$ cat config.mk
export PLATFORM = sky130hd
export DESIGN_NAME = add_4
export DESIGN_NICKNAME = d
export VERILOG_FILES = /design/src/rtl/add_4_pkg.sv /design/src/rtl/full_adder.sv /design/src/rtl/add_4.sv
export SDC_FILE = /design/constraint.sdc
export NUM_CORES = 1
export LEC_CHECK = 0
export ABC_AREA = 1
export CORE_AREA = 2 2 39 41
export DETAILED_ROUTE_END_ITERATION = 6
export DIE_AREA = 0 0 41 43
export GPL_TIMING_DRIVEN = 0
export PLACE_DENSITY_LB_ADDON = 0.08
export SETUP_SLACK_MARGIN = 0.5
export SYNTH_ARGS = -nofsm -noshare
export SYNTH_HDL_FRONTEND = slang
export SYNTH_HIERARCHICAL = 1
export SYNTH_SLANG_ARGS = --single-unit
$ cat constraint.sdc
create_clock -name clk -period 2.3 [get_ports clk]
set_input_delay 0.23 -clock clk [delete_from_list [all_inputs] [get_ports clk]]
set_output_delay 0.23 -clock clk [all_outputs]
set_load 0.01 [all_outputs]
$ cat src/rtl/add_4_pkg.sv
`default_nettype none
// ============================================================================
// Module      : add_4_pkg
// Description : Shared constants for the registered ripple-carry adder slice.
// Revision    : 1.0 - initial release
// ============================================================================
package add_4_pkg;

    // Operand/sum width the adder is built and verified at.
    localparam int C_WIDTH_DEFAULT = 4;

    // Value driven on the registered carry-out while held in reset.
    localparam logic C_CO_RESET = 1'b0;

endpackage : add_4_pkg
`default_nettype wire

$ cat src/rtl/full_adder.sv
`default_nettype none
// ============================================================================
// Module      : full_adder
// Description : One-bit combinational full adder, one link of the ripple chain.
// Revision    : 1.0 - initial release
// ============================================================================
module full_adder (
    input  logic a,
    input  logic b,
    input  logic ci,
    output logic s,
    output logic co
);

    // Sum is the odd-parity of the three inputs.
    assign s  = a ^ b ^ ci;

    // Carry is the majority of the three inputs.
    assign co = (a & b) | (a & ci) | (b & ci);

endmodule : full_adder
`default_nettype wire

$ cat src/rtl/add_4.sv
`default_nettype none
// ============================================================================
// Module      : add_4
// Description : Registered WIDTH-bit ripple-carry adder, {co,sum} = A+B+cin,
//               one result per clock with a single cycle of latency.
// Revision    : 1.0 - initial release
// ============================================================================
module add_4
    import add_4_pkg::*;
#(
    parameter int WIDTH = C_WIDTH_DEFAULT
) (
    input  logic             clk,
    input  logic             rst_n,
    input  logic             cin,
    input  logic [WIDTH-1:0] A,
    input  logic [WIDTH-1:0] B,
    output logic [WIDTH-1:0] sum,
    output logic             co
);

    // Ripple carry nets: w_carry[0] is the carry-in, w_carry[WIDTH] the carry-out.
    logic [WIDTH:0]   w_carry;
    logic [WIDTH-1:0] w_sum;

    logic [WIDTH-1:0] r_sum;
    logic             r_co;

    assign w_carry[0] = cin;

    // One full adder per bit; each stage consumes the carry of the stage below.
    generate
        for (genvar gi = 0; gi < WIDTH; gi++) begin : g_stage
            full_adder u_fa (
                .a  (A[gi]),
                .b  (B[gi]),
                .ci (w_carry[gi]),
                .s  (w_sum[gi]),
                .co (w_carry[gi+1])
            );
        end
    endgenerate

    // Capture the ripple result each edge; reset wins over a new capture.
    always_ff @(posedge clk) begin
        if (!rst_n) begin
            r_sum <= '0;
            r_co  <= C_CO_RESET;
        end else begin
            r_sum <= w_sum;
            r_co  <= w_carry[WIDTH];
        end
    end

    assign sum = r_sum;
    assign co  = r_co;

endmodule : add_4
`default_nettype wire

; Word level (Yosys, flattened, before mapping)
; Cells that the tools add are included.
[classes]
bitwise_logic = 28
[op_table]
columns = op, n
row1 = 1-bit bitwise AND, 12
row2 = 1-bit OR, 8
row3 = 1-bit bitwise XOR, 8
[totals]
output_inout_bits = 5
reg_bits = 5
word_cells = 30

; Longest topological paths before layout
[logic_depth]
word_depth = 12
depth_mapped = 6
mapped_depth_nobuf = 6

; Modules after synthesis
; Netlist, hierarchy kept.
[modules_own_cells]
columns = mod, area_each_um2, seq_area_each_um2, cells_per_inst, n_inst
row1 = add_4, 137.6, 100.1, 15, 1
row2 = full_adder, 20.0, 0.0, 1, 4

; Worst setup path after synthesis
; No wires, ideal clock.
[synth_timing]
path_type = input to register
from = in A[0]
to = reg r_sum[3], in the netlist sum[3]
cell_stages = 6
setup_slack_ns = 0.262
arrival_time_ns = 1.929
path_cell_list = fa_1 fa_1 fa_1 fa_1 nand2_1 inv_1
[synth_via]
elab_chain_cells = 10
elab_cells_between_ends = 13
classes_between = 13 x bitwise
[synth_rtl]
columns = element, line
row1 = from (decl), add_4.sv:16  ; input logic [WIDTH-1:0] A,
row2 = 1-bit bitwise AND, full_adder.sv:19  ; assign co = (a & b) | (a & ci) | (b & ci);
row3 = 1-bit OR (*) (2 in a row), full_adder.sv:19
row4 = 1-bit bitwise AND, full_adder.sv:19
row5 = 1-bit OR, full_adder.sv:19
row6 = 1-bit OR (*), full_adder.sv:19
row7 = net w_carry[2], add_4.sv:23  ; logic [WIDTH:0] w_carry;
row8 = 1-bit bitwise AND, full_adder.sv:19
row9 = 1-bit OR, full_adder.sv:19
row10 = 1-bit OR (*), full_adder.sv:19
row11 = net w_carry[3], add_4.sv:23
row12 = 1-bit bitwise XOR (*), full_adder.sv:16  ; assign s = a ^ b ^ ci;
row13 = net w_sum[3], add_4.sv:24  ; logic [WIDTH-1:0] w_sum;
row14 = to (signal assigned), add_4.sv:50  ; r_sum <= w_sum;
row15 = to (decl), add_4.sv:26  ; logic [WIDTH-1:0] r_sum;
; The timed path passes the listed nets; every way through them passes the cells marked *.
; A chain may end at the register's enable or synchronous reset.

; Worst setup path in the final report
[layout_timing]
from = in A[0]
to = reg r_sum[3], in the netlist sum[3]
[layout_via]
elab_chain_cells = 10
elab_cells_between_ends = 13
classes_between = 13 x bitwise
[layout_rtl]
columns = element, line
row1 = 1-bit bitwise AND, full_adder.sv:19
row2 = 1-bit OR (*) (2 in a row), full_adder.sv:19
row3 = net w_carry[1], add_4.sv:23
row4 = 1-bit bitwise AND, full_adder.sv:19
row5 = 1-bit OR, full_adder.sv:19
row6 = 1-bit OR (*), full_adder.sv:19
row7 = net w_carry[2], add_4.sv:23
row8 = 1-bit bitwise AND, full_adder.sv:19
row9 = 1-bit OR, full_adder.sv:19
row10 = 1-bit OR (*), full_adder.sv:19
row11 = net w_carry[3], add_4.sv:23
row12 = 1-bit bitwise XOR (*), full_adder.sv:16
row13 = net w_sum[3], add_4.sv:24
; Marked as above.

==> reports/qor.csv <==
metric;value;unit
H-tree depth;1;
register bit total from synthesis;5;
RSZ-0062 raised after global routing;yes;
synthesized cell area;218;sq um
crit start category;input pin;
share of cells above drive strength 1;0.237;
Tmin final;1.83;ns
Ports;16;
Design Area, Final;418;sq um
initial core utilization;0.157;
Min Hold Slack;0.353;ns
VDD IR max;0.126;mV
vias in the first global route;180;
WL met1;125;um
CTS Buffer Depth;2;
syn_area_per_cell;11.5;sq um
Placeable Area;0.00138;sq mm
largest area contributor in the netlist;dfxtp_1;
CP Cell Sequence;buf_6 -> fa_2 -> fa_2 -> fa_2 -> fa_1 -> nand2_1 -> inv_1;
ANT cells;0;
post-synthesis cell type count;4;
Post-DRT Antenna Nets;0;
area grow syn2layout;92.0;%
First-pass DRT Iterations;1;
PortBufs;15;
Finish-stage setup viols;0;
EDFF count, synth;0;
Die Span X;41;um
clock-pin slew on the worst setup and hold paths;0.04;ns
gpl congestion;0.577;
Seq pwr share;0.381;
Synth top area share;0.460;
critical path endpoint category;flop;
crit-path most repeated cell;fa_2;
slowest cell delay on critical path;0.44;ns
sw power;0.0000569;W
synthesized instance count;19;
die height;43;um
Total Routing Usage GR;0.0668;
vias per inst;3.17;
die area;0.00176;sq mm
most instantiated cells after synthesis;dfxtp_1 (5), inv_1 (5), nand2_1 (5);
grt total ovfl;0;
outcome;complete, no violations;
switching share of power;0.219;
FFs w/ async S/R, synth;0;
Clk network pwr share;0.372;
Main synth FF type;dfxtp_1;
pin count of the biggest net entering global routing;6;
final-report hold violation count;0;
global-route wire length before repair;669;um
wire per inst;6.93;um
measured slew at the worst slew-check pin;0.153;ns
Placed Area;395;sq um
Power Density;621;mW/mm^2
P_leak;0.196;nW
worst hold path type;in2reg;
top post-synthesis cells by area;dfxtp_1 (46%), fa_1 (37%), inv_1 (8.6%);
fmax;547;MHz
drt first-iter violations;0;
Post-Route WL;374;um
Pint;0.000203;W
fin. max-slew vios;0;
Final Cycle Share;0.795;
Syn Nets;34;
initial antenna violation count;0;
YS warnings;6;
WP data arrival;1.96;ns
CTS root buf;clkbuf_4;
CP max FO;1;
combinational power share;0.246;
Slowest cell on crit path;fa_1;
met2 WL post-DR;203;um
row cnt;14;
Vias;171;
Final #Nets;54;
CP Class;in2reg;
Highest Signal Layer;met3;
number of remaining DRC errors;0;
CTS tree;done;
Detail Route met3 WL;45;um
CTS sink cnt;5;
worst rel slew slack;0.897;
WP data required;2.43;ns
register area share after synthesis;0.460;
Max Cap Viol;0;
Num CTS Buffers;3;
==> placed cells by master, fill, tap and decap left out, drive strengths merged <==
master / Yosys / final
dfxtp: 5 / 5
clkbuf: 0 / 4
nand2: 5 / 5
dlygate4sd2: 0 / 1
clkdlybuf4s50: 0 / 11
fa: 4 / 4
inv: 5 / 5
buf: 0 / 3
==> worst max-delay path: cells and delay by family <==
kind,cells,cell delay (ns)
adders and majority gates,4,1.54
buffers and inverters,2,0.12
and+or+nand+nor,1,0.07
==> layer usage <==
| layer | up-vias | global-route usage |
|---|---|---|
| met4 | 0 | 0.100 |
| met5 | - | 0 |
| met3 | 0 | 0.0314 |
| li1 | 89 | - |
| met1 | 72 | 0.0495 |
| met2 | 10 | 0.0938 |
==> power groups by stage <==
stage / sequential [W] / clock, W / combinational (W)
6_report: 0.0000989 / 0.0000966 / 0.0000639
5_1_grt: 0.0000998 / 0.000114 / 0.0000737
4_1_cts: 0.0000991 / 0.000103 / 0.0000640
3_5_place_dp: 0.000101 / 0 / 0.0000659
3_3_place_gp: 0.000100 / 0 / 0.0000654
2_1_floorplan: 0.000106 / 0 / 0.0000173
==> registers in the layout, summed over array words and instances, names as in the netlist <==
register / count
co: 1
sum: 4
==> metrics by stage <==
step	setup TNS (ns)	worst slack, ns	power (W)	instances	utilization
after floorplan	0	0.369	0.000123	19	-
after global placement	-0.208	-0.134	0.000166	50	0.286
after detailed placement	-0.229	-0.141	0.000167	50	0.286
after CTS	0	0.452	0.000266	54	0.297
after global routing	0	0.433	0.000288	54	0.302
final	0	0.471	0.000259	54	0.302
==> layout make-up <==
class                      count  area (sq um)
fill                         149           966
timing repair buffer          15           146
multi-input combinational      9           106
sequential                     5           100
clock buffer                   4          26.3
tap                           16          20.0
inverter                       5          18.8
==> cell families (layout without fill, tap and decap cells) <==
kind of cell,Yosys count,after routing,share of synthesized area
simple gates,5,5,0.0862
buf+inv,5,24,0.0862
fa+ha+maj,4,4,0.368
flops,5,5,0.460
==> final timing paths <==
kind | startpoint | end | slack, ns | cells after the start
max | A[0] | sum[3] | 0.47 | 7
min | cin | sum[0] | 0.35 | 4
==> what timing repair did <==
action,4_1_cts,5_1_grt
cloned,0,0
pin swaps,5,4
hold buffers,0,0
setup endpoints to repair,3,2
setup buffers,0,0
resized for setup,14,1
(Power assumes the default switching activity.)
